File: src/rtl/gray_pkg.sv
// Gray-code helpers shared by the pointer crossing, the remote counter and the bench.
// Helpers work on a fixed-width word; narrower values are zero-extended by the caller.
package gray_pkg;

  localparam int unsigned MaxWidth = 32;

  typedef logic [MaxWidth-1:0] gray_word_t;

  // A leading-zero extension does not change the decode of the low bits.
  function automatic gray_word_t g2b(input gray_word_t g);
    gray_word_t b;
    b[MaxWidth-1] = g[MaxWidth-1];
    for (int i = MaxWidth - 2; i >= 0; i--) begin
      b[i] = b[i+1] ^ g[i];
    end
    return b;
  endfunction

  function automatic gray_word_t b2g(input gray_word_t b);
    return b ^ (b >> 1);
  endfunction

  function automatic int unsigned popcount(input gray_word_t w);
    int unsigned n;
    n = 0;
    for (int i = 0; i < MaxWidth; i++) begin
      n = n + {31'b0, w[i]};
    end
    return n;
  endfunction

endpackage

File: src/rtl/gray_sync.sv
// Plain multi-stage flop chain for a Gray-coded bus crossing into clk.
// No logic between stages so metastability stays confined to the first stage.
module gray_sync
  import gray_pkg::*;
#(
  parameter int unsigned WIDTH  = 4,
  parameter int unsigned STAGES = 2
) (
  input  logic             clk,
  input  logic             rst_n,
  input  logic [WIDTH-1:0] d_i,
  output logic [WIDTH-1:0] q_o
);

  logic [WIDTH-1:0] s_q [STAGES];
  logic [WIDTH-1:0] s_d [STAGES];

  always_comb begin
    s_d[0] = d_i;
    for (int i = 1; i < STAGES; i++) begin
      s_d[i] = s_q[i-1];
    end
  end

  always_ff @(posedge clk) begin
    if (!rst_n) begin
      for (int i = 0; i < STAGES; i++) begin
        s_q[i] <= '0;
      end
    end else begin
      s_q <= s_d;
    end
  end

  assign q_o = s_q[STAGES-1];

endmodule

File: src/rtl/gray_ptr_rx.sv
// Receive side of a Gray pointer crossing: synchronize, decode to binary, report
// each advance with its step size and flag any multi-bit change as a sticky error.
module gray_ptr_rx
  import gray_pkg::*;
#(
  parameter int unsigned SIZE        = 4,
  parameter int unsigned SYNC_STAGES = 2
) (
  input  logic            clk,
  input  logic            rst_n,
  input  logic [SIZE-1:0] gray_in,
  input  logic            clr_err,
  output logic [SIZE-1:0] bin_out,
  output logic            upd,
  output logic [SIZE-1:0] step,
  output logic            err
);

  logic [SIZE-1:0] s_last;
  logic [SIZE-1:0] g_prev_q, g_prev_d;
  logic [SIZE-1:0] bin_q, bin_d;
  logic [SIZE-1:0] bin_prev;
  logic [SIZE-1:0] step_q, step_d;
  logic [SIZE-1:0] diff;
  logic            upd_q, upd_d;
  logic            err_q, err_d;
  logic            multi_bit;

  gray_sync #(
    .WIDTH  (SIZE),
    .STAGES (SYNC_STAGES)
  ) u_sync (
    .clk   (clk),
    .rst_n (rst_n),
    .d_i   (gray_in),
    .q_o   (s_last)
  );

  always_comb begin
    g_prev_d  = s_last;
    diff      = s_last ^ g_prev_q;
    bin_d     = SIZE'(g2b(gray_word_t'(s_last)));
    bin_prev  = SIZE'(g2b(gray_word_t'(g_prev_q)));
    step_d    = bin_d - bin_prev;
    upd_d     = |diff;
    multi_bit = popcount(gray_word_t'(diff)) > 1;
    // A fresh violation outranks a clear requested in the same cycle.
    err_d     = multi_bit | (err_q & ~clr_err);
  end

  always_ff @(posedge clk) begin
    if (!rst_n) begin
      g_prev_q <= '0;
      bin_q    <= '0;
      step_q   <= '0;
      upd_q    <= 1'b0;
      err_q    <= 1'b0;
    end else begin
      g_prev_q <= g_prev_d;
      bin_q    <= bin_d;
      step_q   <= step_d;
      upd_q    <= upd_d;
      err_q    <= err_d;
    end
  end

  assign bin_out = bin_q;
  assign step    = step_q;
  assign upd     = upd_q;
  assign err     = err_q;

endmodule

File: config.mk
export PLATFORM = sky130hd
export DESIGN_NAME = gray_ptr_rx
export DESIGN_NICKNAME = d
export VERILOG_FILES = /design/src/rtl/gray_pkg.sv /design/src/rtl/gray_sync.sv /design/src/rtl/gray_ptr_rx.sv
export SDC_FILE = /design/constraint.sdc
export NUM_CORES = 1
export LEC_CHECK = 0
export ABC_AREA = 1
export CAP_MARGIN = 10
export CORE_ASPECT_RATIO = 1.25
export CORE_UTILIZATION = 54
export CTS_CLUSTER_DIAMETER = 50
export CTS_CLUSTER_SIZE = 28
export DETAILED_ROUTE_END_ITERATION = 8
export HOLD_SLACK_MARGIN = 0.06
export PLACE_DENSITY = 0.85
export REMOVE_ABC_BUFFERS = 1
export SYNTH_ARGS = -nofsm -noshare
export SYNTH_HDL_FRONTEND = slang
export SYNTH_SLANG_ARGS = --single-unit
File: constraint.sdc
create_clock -name clk -period 3.8 [get_ports clk]
set_input_delay 0.76 -clock clk [delete_from_list [all_inputs] [get_ports clk]]
set_output_delay 0.76 -clock clk [all_outputs]
set_load 0.01 [all_outputs]
## Word level (Yosys, flattened, before mapping)

Cells that the tools add are included.

- Flip-flop bits (word level): 22
- Bits of input ports: 7

- Bitwise gates (word level): 10
- Add/subtract/negate cells: 4
- Order comparisons: 1
- Reduce and logical (&&, ||, !) cells: 1

Operator list:

| cell | number |
|---|---|
| $xor 1x1->1 | 6 |
| $add 3x1->4 | 1 |
| $gt 4x1->1 const B | 1 |
| $reduce_or 4->1 | 1 |
| $sub 4x4->4 | 1 |
| $xor 4x4->4 | 1 |
| $add 2x1->3 | 1 |
| $add 1x1->2 | 1 |
| $and 1x1->1 | 1 |
| $not 1->1 | 1 |
| $or 1x1->1 | 1 |

## Longest topological paths before layout

Gate-level depths: netlist (run 1).

- Depth in word-level cells: 6
- Mapped depth: 12
- Mapped depth without buffers: 12

## Modules after synthesis

A second synthesis (run 1) with hierarchy kept.

- Cell total of the unflattened synthesis: 123
- Area, all modules: 937.1 um^2

Modules (own cells, without submodules):

| module | sequential area each (um^2) | instances | area an instance (um^2) | cells an instance |
|---|---|---|---|---|
| gray_ptr_rx | 260.2 | 1 | 711.9 | 98 |
| gray_sync | 160.2 | 1 | 225.2 | 25 |

## Least setup slack after synthesis (run 1)

OpenSTA, ideal clock, no wires.

- Path kind: register -> register
- Start point: register u_sync.s_q (netlist bit u_sync.q_o[3])
- End point: register step_q[2], in the netlist step[2]
- Arrival time: 1.466 ns
- Setup time: 0.118 ns
- Stages on the path, launching flop included: 12
- Clock period less this slack: 1.583 ns
- Buffers on the path: 0
- Path slack: 2.217 ns
- Path through: dfxtp_1 > inv_2 > nand2_2 > nand2_2 > nand2_2 > nand2_4 > xnor2_1 > ha_1 > inv_1 > ha_1 > nor3_1 > nor2_1

- Longest elaborated chain between the ends: 4

Ends and longest elaborated chain:

| what | RTL line | text |
|---|---|---|
| from (decl) | gray_sync.sv:15 | `logic [WIDTH-1:0] s_q [STAGES];` |
| from (signal, indexed assignment) | gray_sync.sv:28 | `s_q[i] <= '0;` |
| from (signal assigned) | gray_sync.sv:31 | `s_q <= s_d;` |
| $xor 1x1->1 * | gray_pkg.sv:14 | `b[i] = b[i+1] ^ g[i];` |
| $xor 1x1->1 (2 in series) | gray_pkg.sv:14 |  |
| $sub 4x4->4 * | gray_ptr_rx.sv:44 | `step_d = bin_d - bin_prev;` |
| to (signal assigned) | gray_ptr_rx.sv:61 | `step_q <= step_d;` |
| to (decl) | gray_ptr_rx.sv:23 | `logic [SIZE-1:0] step_q, step_d;` |

Mark *: on every way between the ends. The rest lies on a longest branch, timed or not.
A chain may end at the register's enable or synchronous reset.

==> summary by stage, run 1 <==
Critical path
The data required time of the critical path is 3.04 ns. STA classifies the critical path endpoint as an output pin. The dominant delay contributor by cell family on the critical path is buffers and inverters. The critical path is of the reg -> out type. The data arrival time of the critical path is 1.29 ns.

Counting both buffers and inverters, the worst setup path holds a total of 1. The highest net fanout along the worst path is 5. The critical path goes through clkdlybuf4s50_1. The largest stage delay on the critical path is 0.57 ns. On the critical path, the stage with the largest delay is an instance of sky130_fd_sc_hd__clkdlybuf4s50_1. The launching element type of the critical path is a flip-flop.

GRT
The first global-routing pass estimated 2630 microns of wire. The overall fraction of global-route tracks in use is 19.1%. The total grt overflow is 0.

The via count of the first global-routing pass is 697. The pin count of the biggest net entering global routing is 17. The initial antenna violation count is 0.

Floorplanning
17 I/O pins were placed. After floorplanning, the core was sized to cover 1600 sq um. The die covers 1920 sq um. The horizontal extent of the die is 39.4 microns. Once the floorplan was initialized, standard cells occupied 59.1% of the core. Measured along the y axis, the die boundary spans 48.8 microns.

The cell row count is 16.

Timing
Setup repair after global routing left no endpoint under its margin. For the pin with the worst max-slew slack, the measured transition is 0.516 ns. Counting I/O delays and the setup requirement, the final critical path takes 2.05 ns.

The worst-case headroom to the max-slew limit is 65.5%. The final setup TNS is 0 ns. The worst path uses 54.0% of the clock period.

The final setup violation count is 0. The number of slew-limit violations in the final report is 0. The highest clock frequency the design can meet is 488 MHz. The clock arrives with 0.00379 ns of skew.

The number of hold violations in the final report came to 0.

Drt
The average detailed-routed wire length per instance is 9.08 microns. The DRC violation count after routing is 0. The number of iterations in the first detailed-routing pass is 4.

The average vias per placed instance is 4.63. The count of nets left with antenna violations once routing finished came out at 0. The first-iteration detailed-routing DRC count is 7. The total via count in the routed design is 727. For this block, the routed nets add up to 1430 microns of wire.

Clock network
After clock tree synthesis, the clock-pin slew on the worst setup and hold paths is 0.11 ns. Counting the buffers created by CTS gives 3. The clock reaches the later pin of the worst-skew pair after 0.30 ns. Post-CTS timing repair inserted 0 buffers for setup.

The TritonCTS clock tree is built. The clock sink total is 21. Clock tree synthesis selected as its root buffer the cell sky130_fd_sc_hd__clkbuf_4. Once the clock tree was built, the resizer swapped 0 gates to a different size.

The clock passes through at most 2 buffers. The number of hold buffers added after cts is 0. The count of H-tree levels built during CTS is 1.

Cells and area
Relative to the synthesized area, the layout overhead comes to 20.4%. In the layout the commonest cells are sky130_fd_sc_hd__nand2_1, sky130_fd_sc_hd__inv_1, sky130_fd_sc_hd__dfxtp_1. The share of cells above drive strength 1 is 14.4%.

The most common library cell in the layout ignoring fill and taps is sky130_fd_sc_hd__nand2_1. The total of fill cells in the finished design is 133. The number of nets in the final layout is 152. Cells fill 71.1% of the core in the end.

The final antenna diode count is 0.

Synthesis
The share of the Yosys chip area taken by registers is 44.4%. The number of warnings printed during yosys synthesis is 0. Ranked by total cell area, the synthesized netlist is headed by sky130_fd_sc_hd__dfxtp_1, sky130_fd_sc_hd__nand2_1, sky130_fd_sc_hd__inv_1, sky130_fd_sc_hd__ha_1, sky130_fd_sc_hd__nand3_2.

The mean post-synth cell area is 7.75 sq um. The top-area cell type share of the netlist area is 44.4%. The largest area contributor in the synthesized netlist is sky130_fd_sc_hd__dfxtp_1. The cell count after synthesis came out at 122. The post-synthesis cell type count is 19. The mapped netlist covers 946 sq um.

The register bit total from synthesis is 21.

Power and ir drop
The peak ir drop on the vdd network is 0.289 mV. Dividing total power by cell area gives a power density of 383 nW/um^2. Cell internal power was estimated by the tool at 0.320 mW.

In this run, the clock network consumes 24.1% of the power. Of the total power, the share spent switching nets is 26.5%. The analysis attributes to net switching a power of 0.116 mW. The relative contribution of combinational cells to total power is 20.5%. The relative contribution of sequential cells to total power is 55.5%. In this run the static leakage power is 0.618 nW.

Place
Buffers placed on the I/O ports in this run total 16. The last weighted congestion value of the routability-driven placer is 0.785. Summed over all nets, the half-perimeter wirelength after detailed placement is 1110 microns.

Flow run
The tool flagged a number of max-cap violations equal to 0.

Run status
The flow ran to the end, and the final reports show no timing, DRC or antenna violations.

Hold path
The path class of the tightest hold or removal check is reg -> reg.
[area by class of cell]
cell class | count | area, sq um | area share, %
multi-input cells | 68 | 397 | 34.8
inverters | 30 | 113 | 9.89
clock buffers | 4 | 26.3 | 2.31
repair buffers | 16 | 160 | 14.1
flip-flops and latches | 21 | 420 | 36.9
well taps | 18 | 22.5 | 1.98
[cell families (layout without fill, tap and decap cells)]
logic type	after synthesis	after routing	synth area share, %
adder cells (fa/ha/maj)	5	5	7.41
buffers and inverters	33	50	13.6
XOR/XNOR	6	6	5.56
AO/OA/AOI/OAI	5	5	2.65
flip-flops	21	21	44.4
AND/OR/NAND/NOR	52	52	26.3
[power groups by stage]
stage	combinational (mW)	sequential [mW]	clock, mW
floorplan	0.0481	0.252	0
global placement	0.0867	0.246	0
detailed placement	0.0894	0.247	0
CTS	0.0899	0.242	0.108
global route	0.102	0.244	0.118
finish	0.0892	0.242	0.105
[registers in the layout (all words and copies together) (netlist names)]
signal	count
g_prev_q	4
step	4
u_sync.q_o	4
u_sync.s_d	4
bin_out	3
err	1
upd	1
[through the flow]
stage / power (mW) / area, sq um / instances / hold slack (ns) / setup slack, ns
finish: 0.436 / 1140 / 157 / 0.424 / 1.75
global route: 0.464 / 1140 / 157 / 0.440 / 1.67
CTS: 0.440 / 1140 / 157 / 0.428 / 1.74
detailed placement: 0.337 / 1110 / 153 / 0.401 / 1.80
global placement: 0.333 / 1110 / 153 / 0.395 / 1.85
floorplan: 0.300 / 930 / 119 / 0.390 / 2.22
[layer usage]
layer | vias up | GRT usage, % | wire [microns]
li1 | 383 | - | -
met4 | 0 | 7.47 | 36
met3 | 4 | 5.48 | 51
met2 | 19 | 31.4 | 727
met5 | - | 0 | 0
met1 | 321 | 22.1 | 609
[cells in the mapped netlist (all sizes together)]
cell type and number:
nand2 36, inv 30, dfxtp 21, nor2 9, nand3 6, a21oi 4, ha 4, xnor2 3
xor2 3, clkbuf 2, buf 1, fa 1, nor3 1, o21ai 1
[path summary, 6_finish.rpt]
path,startpoint,endpoint,slack [ns],depth (start not counted)
max,g_prev_q[3],bin_out[3],1.75,1
min,u_sync.s_d[3],u_sync.q_o[3],0.42,2
max reg2reg,u_sync.q_o[2],step[2],2.03,12
min reg2reg,u_sync.s_d[3],u_sync.q_o[3],0.42,2
No activity file was read; power rests on OpenSTA's default activity.
==> run 2, diff against run 1 <==
--- a/config.mk
+++ b/config.mk
@@ -8,12 +8,12 @@
 export ABC_AREA = 1
 export CAP_MARGIN = 10
 export CORE_ASPECT_RATIO = 1.25
-export CORE_UTILIZATION = 54
+export CORE_UTILIZATION = 50
 export CTS_CLUSTER_DIAMETER = 50
 export CTS_CLUSTER_SIZE = 28
 export DETAILED_ROUTE_END_ITERATION = 8
 export HOLD_SLACK_MARGIN = 0.06
-export PLACE_DENSITY = 0.85
+export PLACE_DENSITY = 0.8
 export REMOVE_ABC_BUFFERS = 1
 export SYNTH_ARGS = -nofsm -noshare
 export SYNTH_HDL_FRONTEND = slang
==> constraint.sdc (replaced) <==
create_clock -name clk -period 2 [get_ports clk]
set_input_delay 0.4 -clock clk [delete_from_list [all_inputs] [get_ports clk]]
set_output_delay 0.4 -clock clk [all_outputs]
set_load 0.01 [all_outputs]
==> summary by stage, run 2 (synthesis gave the netlist of run 1 again) <==
Cells and area
The share of cells above drive strength 1 came to 15.7% (+1.3 points). The final antenna diode count was 0 (unchanged). The end-of-flow core utilization came to 65.1% (-6.0 points).

The number of nets in the final layout is 153 (+0.66%). The library cell used most frequently in the layout, excluding fill and tap cells, is sky130_fd_sc_hd__nand2_1. The layout-stage area growth over the synthesis result is 21.4%. The library cells used most frequently in the layout, excluding fill and tap cells, are sky130_fd_sc_hd__nand2_1, sky130_fd_sc_hd__inv_1, sky130_fd_sc_hd__dfxtp_1. The total of fill cells in the finished design is 176 (+32%).

Drt
The wire length reported by the detailed router is 1540 microns (+7.8%). The average detailed-routed wire length per instance is 9.66 microns (+6.4%). The DRC violation count after routing came to 0 (unchanged). The number of nets still failing antenna checks after routing is 0 (unchanged).

The average vias per placed instance is 4.67 (+0.78%). The first-iteration detailed-routing DRC count is 3 (-4). The total via count in the routed design is 742 (+2.1%). The number of iterations in the first detailed-routing pass is 3 (-1).

Flow run
The reported max-cap violation count is 0 (unchanged).

GRT
The global-route wire length before repair is 2760 microns (+5.0%). The initial antenna violation count was 0 (unchanged). The pin count of the biggest net entering global routing is 13 (-4).

The total grt overflow came to 0 (unchanged). The overall fraction of global-route tracks in use is 19.3% (+0.21 points). The via count of the first global-routing pass was 716 (+2.7%).

Timing
The final setup TNS is 0 ns (unchanged). The worst-margin pin slew is 0.453 ns (-0.0628 ns). The highest clock frequency the design can meet is 559 MHz. Setup repair after global routing left no endpoint under its margin. The setup skew after layout was 0.00639 ns (+0.00261 ns). The number of hold violations in the final report is 0 (unchanged). The worst-case headroom to the max-slew limit was 69.7% (+4.2 points). The final setup violation count came to 0 (unchanged). The number of slew-limit violations in the final report is 0 (unchanged). The post-route clock period utilization is 89.5%. The worst path needs 1.79 ns of the cycle, external delays included.

The smallest hold slack is 0.425 ns (+0.000826 ns).

Hold path
The tightest min-delay check is of the reg -> reg type. The startpoint of the most critical hold path is u_sync.s_d[0]. The worst hold path cell count came to 2 (unchanged). The endpoint of the worst hold-timing path is u_sync.q_o[0].

Floorplanning
The cell row count is 17 (+1). The boundary pin count is 17 (unchanged). The core region area was 1770 sq um (+10%).

The die height is 50.6 microns (+3.8%). The full die area is 2070 sq um (+7.6%). The horizontal extent of the die is 40.9 microns (+3.7%). The initial cell density of the core is 53.6% (-5.5 points).

Critical path
The launching element type of the critical path is a flip-flop. The signal on the critical path passes through inv_2 > nand2_2 > nand2_2 > nand2_2 > nand2_4 > xnor2_1 > ha_1 > inv_1 > ha_1 > nor3_1 > nor2_1. The slowest cell on the critical path is sky130_fd_sc_hd__dfxtp_1. The worst reg2reg path depth is 11 (-1). The highest net fanout along the worst path is 5 (unchanged). The cell repeated most along the worst path is sky130_fd_sc_hd__nand2_2. The capturing point of the worst reg2reg path is step[2]. The critical path is of the reg -> reg type. The data arrival time of the critical path is 1.98 ns (+0.69 ns).

The largest stage delay on the critical path is 0.45 ns (-0.12 ns). The data required time of the critical path came to 2.19 ns (-0.85 ns). In this run the critical register-to-register path is launched from u_sync.q_o[3]. The minimum setup slack among reg-to-reg paths is 0.21 ns (-1.82 ns).

STA classifies the critical path endpoint as a flip-flop.

Clock network
The number of hold buffers added after cts is 0 (unchanged). The clock latency on the worst-skew pair was 0.29 ns (about the same). The TritonCTS clock tree is built.

The clock sink total is 21 (unchanged). The quantity of gates resized following cts is 0 (unchanged). The root buffer cell chosen for the clock tree is sky130_fd_sc_hd__clkbuf_4.

The clock slew at the register clock pins of the worst setup and hold paths is 0.12 ns (about the same). The post-CTS setup buffer count was 0 (unchanged). The maximum number of buffers from clock root to sink is 2 (unchanged).

The number of buffers created by CTS is 3 (unchanged). The count of H-tree levels built during CTS came to 1 (unchanged).

Power and ir drop
The peak ir drop on the vdd network is 0.487 mV (+69%). The power per unit of standard cell area came to 722 nW/um^2 (+89%). The overall power is 0.829 mW (+90%). The static leakage came to 0.626 nW (+1.2%).

Place
The last weighted congestion value of the routability-driven placer was 0.715 (-9.0%). The count of buffers from port buffering was 16 (unchanged). The detailed-placement wirelength estimate came to 1300 microns (+17%).

Run status
The run finished with clean final reports.
## run 2: cell count changes in the layout (fill, tap and decap cells not counted), sizes merged
cell / change
clkbuf: -1
buf: +1
clkinv: +1
## run 2: worst max-delay path by stage
stage                        from       to  slack, ns
floorplan           u_sync.q_o[3]  step[2]       0.42
global placement    u_sync.q_o[3]  step[2]       0.34
detailed placement  u_sync.q_o[3]  step[2]       0.22
CTS                 u_sync.q_o[3]  step[2]       0.19
global route        u_sync.q_o[3]  step[2]      0.002
finish              u_sync.q_o[3]  step[2]       0.21
## run 2: where the power goes
group          switching (mW)  internal (mW)
Sequential             0.0129          0.447
Combinational          0.0875         0.0863
Clock                   0.122         0.0743
Total                   0.222          0.607
## run 2: metrics by stage
stage,setup WS (ns),std cells,instance area (sq um)
floorplan,0.417,119,930
global placement,0.343,155,1120
detailed placement,0.225,155,1120
CTS,0.195,159,1150
global route,0.00245,159,1150
finish,0.210,159,1150
## run 2: area by class of cell
cell class              count  area (sq um)  share of cell area (%)
clock buffers               3          22.5                    1.96
clock inverters             1          5.00                   0.436
inverters                  30           113                    9.80
multi-input cells          68           397                    34.5
flip-flops and latches     21           420                    36.6
well taps                  19          23.8                    2.07
repair buffers             17           168                    14.6
## run 2: layer usage
layer  share of wire [%]  track usage, %  vias up
li1                    -               -      388
met1                  41            20.6      339
met2                  55            34.4       13
met3                 2.3            3.98        2
met4                 1.2            6.67        0
met5                   0               0        -
## run 2: critical path: cells and delay by family (launching register included)
kind / cells / cell delay (ns)
and+or+nand+nor: 6 / 0.54
DFF: 1 / 0.45
adders and majority gates: 2 / 0.38
xor gates and xnor gates: 1 / 0.20
buffers and inverters: 2 / 0.12
==> run 3, diff against run 2 <==
--- a/config.mk
+++ b/config.mk
@@ -8,6 +8,7 @@
 export ABC_AREA = 1
 export CAP_MARGIN = 10
 export CORE_ASPECT_RATIO = 1.25
+export CORE_MARGIN = 1.5
 export CORE_UTILIZATION = 50
 export CTS_CLUSTER_DIAMETER = 50
 export CTS_CLUSTER_SIZE = 28
@@ -15,6 +16,7 @@
 export HOLD_SLACK_MARGIN = 0.06
 export PLACE_DENSITY = 0.8
 export REMOVE_ABC_BUFFERS = 1
+export SLEW_MARGIN = 40
 export SYNTH_ARGS = -nofsm -noshare
 export SYNTH_HDL_FRONTEND = slang
 export SYNTH_SLANG_ARGS = --single-unit
==> summary by stage, run 3 (synthesis gave the netlist of run 1 again) <==
Hold path
The worst hold path terminates at u_sync.q_o[2]. The worst hold path cell count is 2 (unchanged). The path class of the tightest hold or removal check is reg -> reg. The startpoint identified for the worst hold timing path is u_sync.s_d[2].

Floorplanning
The initial cell density of the core is 53.6% (unchanged). The horizontal extent of the die was 41.9 microns (+2.4%). The core region area was 1770 sq um (unchanged). The full die area was 2160 sq um (+4.5%). The die height was 51.6 microns (+2.0%). The boundary pin count is 17 (unchanged). The cell row count is 17 (unchanged).

Power and ir drop
The peak ir drop on the vdd network is 0.489 mV (+0.43%). The power per unit of standard cell area came to 729 nW/um^2 (+0.95%). The static leakage is 0.626 nW (unchanged).

Timing
The final worst setup slack is 0.281 ns (+0.0706 ns). The number of slew-limit violations in the final report came to 0 (unchanged). The worst-case headroom to the max-slew limit came to 67.2% (-2.5 points).

The worst-margin pin slew is 0.491 ns (+0.0375 ns). The number of hold violations in the final report is 0 (unchanged). The setup skew after layout is 0.00682 ns (+0.000428 ns). The final setup violation count is 0 (unchanged). The shortest clock period the worst path allows after layout came to 1.72 ns (-0.0706 ns). The final setup TNS was 0 ns (unchanged). The post-route clock period utilization is 85.9% (-3.5 points). Setup repair after global routing left no endpoint under its margin.

The highest clock frequency the design can meet is 582 MHz (+4.1%).

Place
The count of buffers from port buffering came to 16 (unchanged). The worst slack at placement is 0.259 ns (+0.0339 ns). The last weighted congestion value of the routability-driven placer was 0.738 (+3.2%). The detailed-placement wirelength estimate is 1150 microns (-11%).

Clock network
The number of hold buffers added after cts is 0 (unchanged). The post-CTS setup buffer count is 0 (unchanged). The quantity of gates resized following cts came to 0 (unchanged). The clock slew at the register clock pins of the worst setup and hold paths is 0.12 ns (about the same). TritonCTS built the clock tree. The number of buffers created by CTS is 3 (unchanged).

The root buffer cell chosen for the clock tree is sky130_fd_sc_hd__clkbuf_4. The clock sink total was 21 (unchanged). The maximum number of buffers from clock root to sink was 2 (unchanged).

The count of H-tree levels built during CTS is 1 (unchanged). The clock latency on the worst-skew pair is 0.31 ns (+0.02 ns).

Drt
The total via count in the routed design is 721 (-2.8%). The wire length reported by the detailed router is 1390 microns (-9.7%). The average vias per placed instance was 4.53 (-2.8%). The number of iterations in the first detailed-routing pass is 2 (-1). The first-iteration detailed-routing DRC count came to 10 (+7). The DRC violation count after routing is 0 (unchanged). The average detailed-routed wire length per instance is 8.72 microns (-9.7%). The number of nets still failing antenna checks after routing is 0 (unchanged).

Critical path
The worst setup path is captured at a flip-flop. The capturing point of the worst reg2reg path is step[2]. In this run the critical register-to-register path is launched from u_sync.q_o[2].

The data arrival time of the critical path came to 1.94 ns (-0.04 ns). The highest net fanout along the worst path is 5 (unchanged). The worst reg2reg path depth is 11 (unchanged). The data required time of the critical path is 2.22 ns (+0.03 ns).

The worst setup path is launched from a flip-flop. The minimum setup slack among reg-to-reg paths is 0.28 ns (+0.07 ns). The worst setup path is of the reg -> reg kind.

Cells and area
The final antenna diode count is 0 (unchanged). The layout-stage area growth over the synthesis result is 21.4% (unchanged). In the layout the commonest cells are sky130_fd_sc_hd__nand2_1, sky130_fd_sc_hd__inv_1, sky130_fd_sc_hd__dfxtp_1. The end-of-flow core utilization is 65.1% (unchanged). The total of fill cells in the finished design is 150 (-15%).

The number of nets in the final layout is 153 (unchanged). The share of cells above drive strength 1 is 15.7% (unchanged). The library cell used most frequently in the layout, excluding fill and tap cells, is sky130_fd_sc_hd__nand2_1.

GRT
The global-route wire length before repair is 2530 microns (-8.5%). The total grt overflow was 0 (unchanged). The via count of the first global-routing pass came to 685 (-4.3%). The initial antenna violation count is 0 (unchanged). The overall fraction of global-route tracks in use is 15.5% (-3.8 points). The pin count of the biggest net entering global routing is 13 (unchanged).

Flow run
The reported max-cap violation count is 0 (unchanged).

Run status
The run finished with clean final reports.
[run 3: cell counts in the layout (fill, tap and decap cells not counted)]
No cell type changed its count.
[run 3: worst max-delay path: stages (launching register included)]
cell                      delay, ns
sky130_fd_sc_hd__dfxtp_1       0.43
sky130_fd_sc_hd__inv_2         0.06
sky130_fd_sc_hd__nand2_2       0.07
sky130_fd_sc_hd__nand2_2       0.07
sky130_fd_sc_hd__nand2_2       0.08
sky130_fd_sc_hd__nand2_4       0.06
sky130_fd_sc_hd__xnor2_1       0.19
sky130_fd_sc_hd__ha_1          0.20
sky130_fd_sc_hd__inv_1         0.05
sky130_fd_sc_hd__ha_1          0.18
sky130_fd_sc_hd__nor3_1        0.17
sky130_fd_sc_hd__nor2_1        0.06
[run 3: layout make-up]
| class | count | area, sq um | area share [%] |
|---|---|---|---|
| multi-input combinational | 68 | 397 | 34.5 |
| clock buffer | 3 | 22.5 | 1.96 |
| tap | 19 | 23.8 | 2.07 |
| clock inverter | 1 | 5.00 | 0.436 |
| sequential | 21 | 420 | 36.6 |
| timing repair buffer | 17 | 168 | 14.6 |
| inverter | 30 | 113 | 9.80 |
[run 3: layer usage]
layer	part of all wire (%)	wire, microns	vias up	global-route usage [%]
met5	0	0	-	0
met4	2.2	31	0	9.68
met3	3.3	46	4	2.08
met2	54	745	15	30.5
met1	41	563	316	14.9
li1	-	-	386	-
[run 3: worst max path at each step]
stage,startpoint,endpoint,cells past startpoint
CTS,u_sync.q_o[2],step[2],11
floorplan,u_sync.q_o[3],step[2],11
global route,u_sync.q_o[2],step[2],11
global placement,u_sync.q_o[3],step[2],11
finish,u_sync.q_o[2],step[2],11
detailed placement,u_sync.q_o[3],step[2],11
[run 3: metrics by stage]
step | hold slack (ns) | total power [mW] | area, sq um | std cells
final | 0.420 | 0.837 | 1150 | 159
after global routing | 0.436 | 0.876 | 1150 | 159
after CTS | 0.427 | 0.845 | 1150 | 159
after detailed placement | 0.400 | 0.641 | 1120 | 155
after global placement | 0.392 | 0.636 | 1120 | 155
after floorplan | 0.390 | 0.570 | 930 | 119
[run 3: power breakdown]
group / internal, mW / switching (mW) / total, mW
clock: 0.0748 / 0.133 / 0.207
combinational: 0.0859 / 0.0846 / 0.170
sequential: 0.447 / 0.0125 / 0.459
total: 0.608 / 0.230 / 0.837
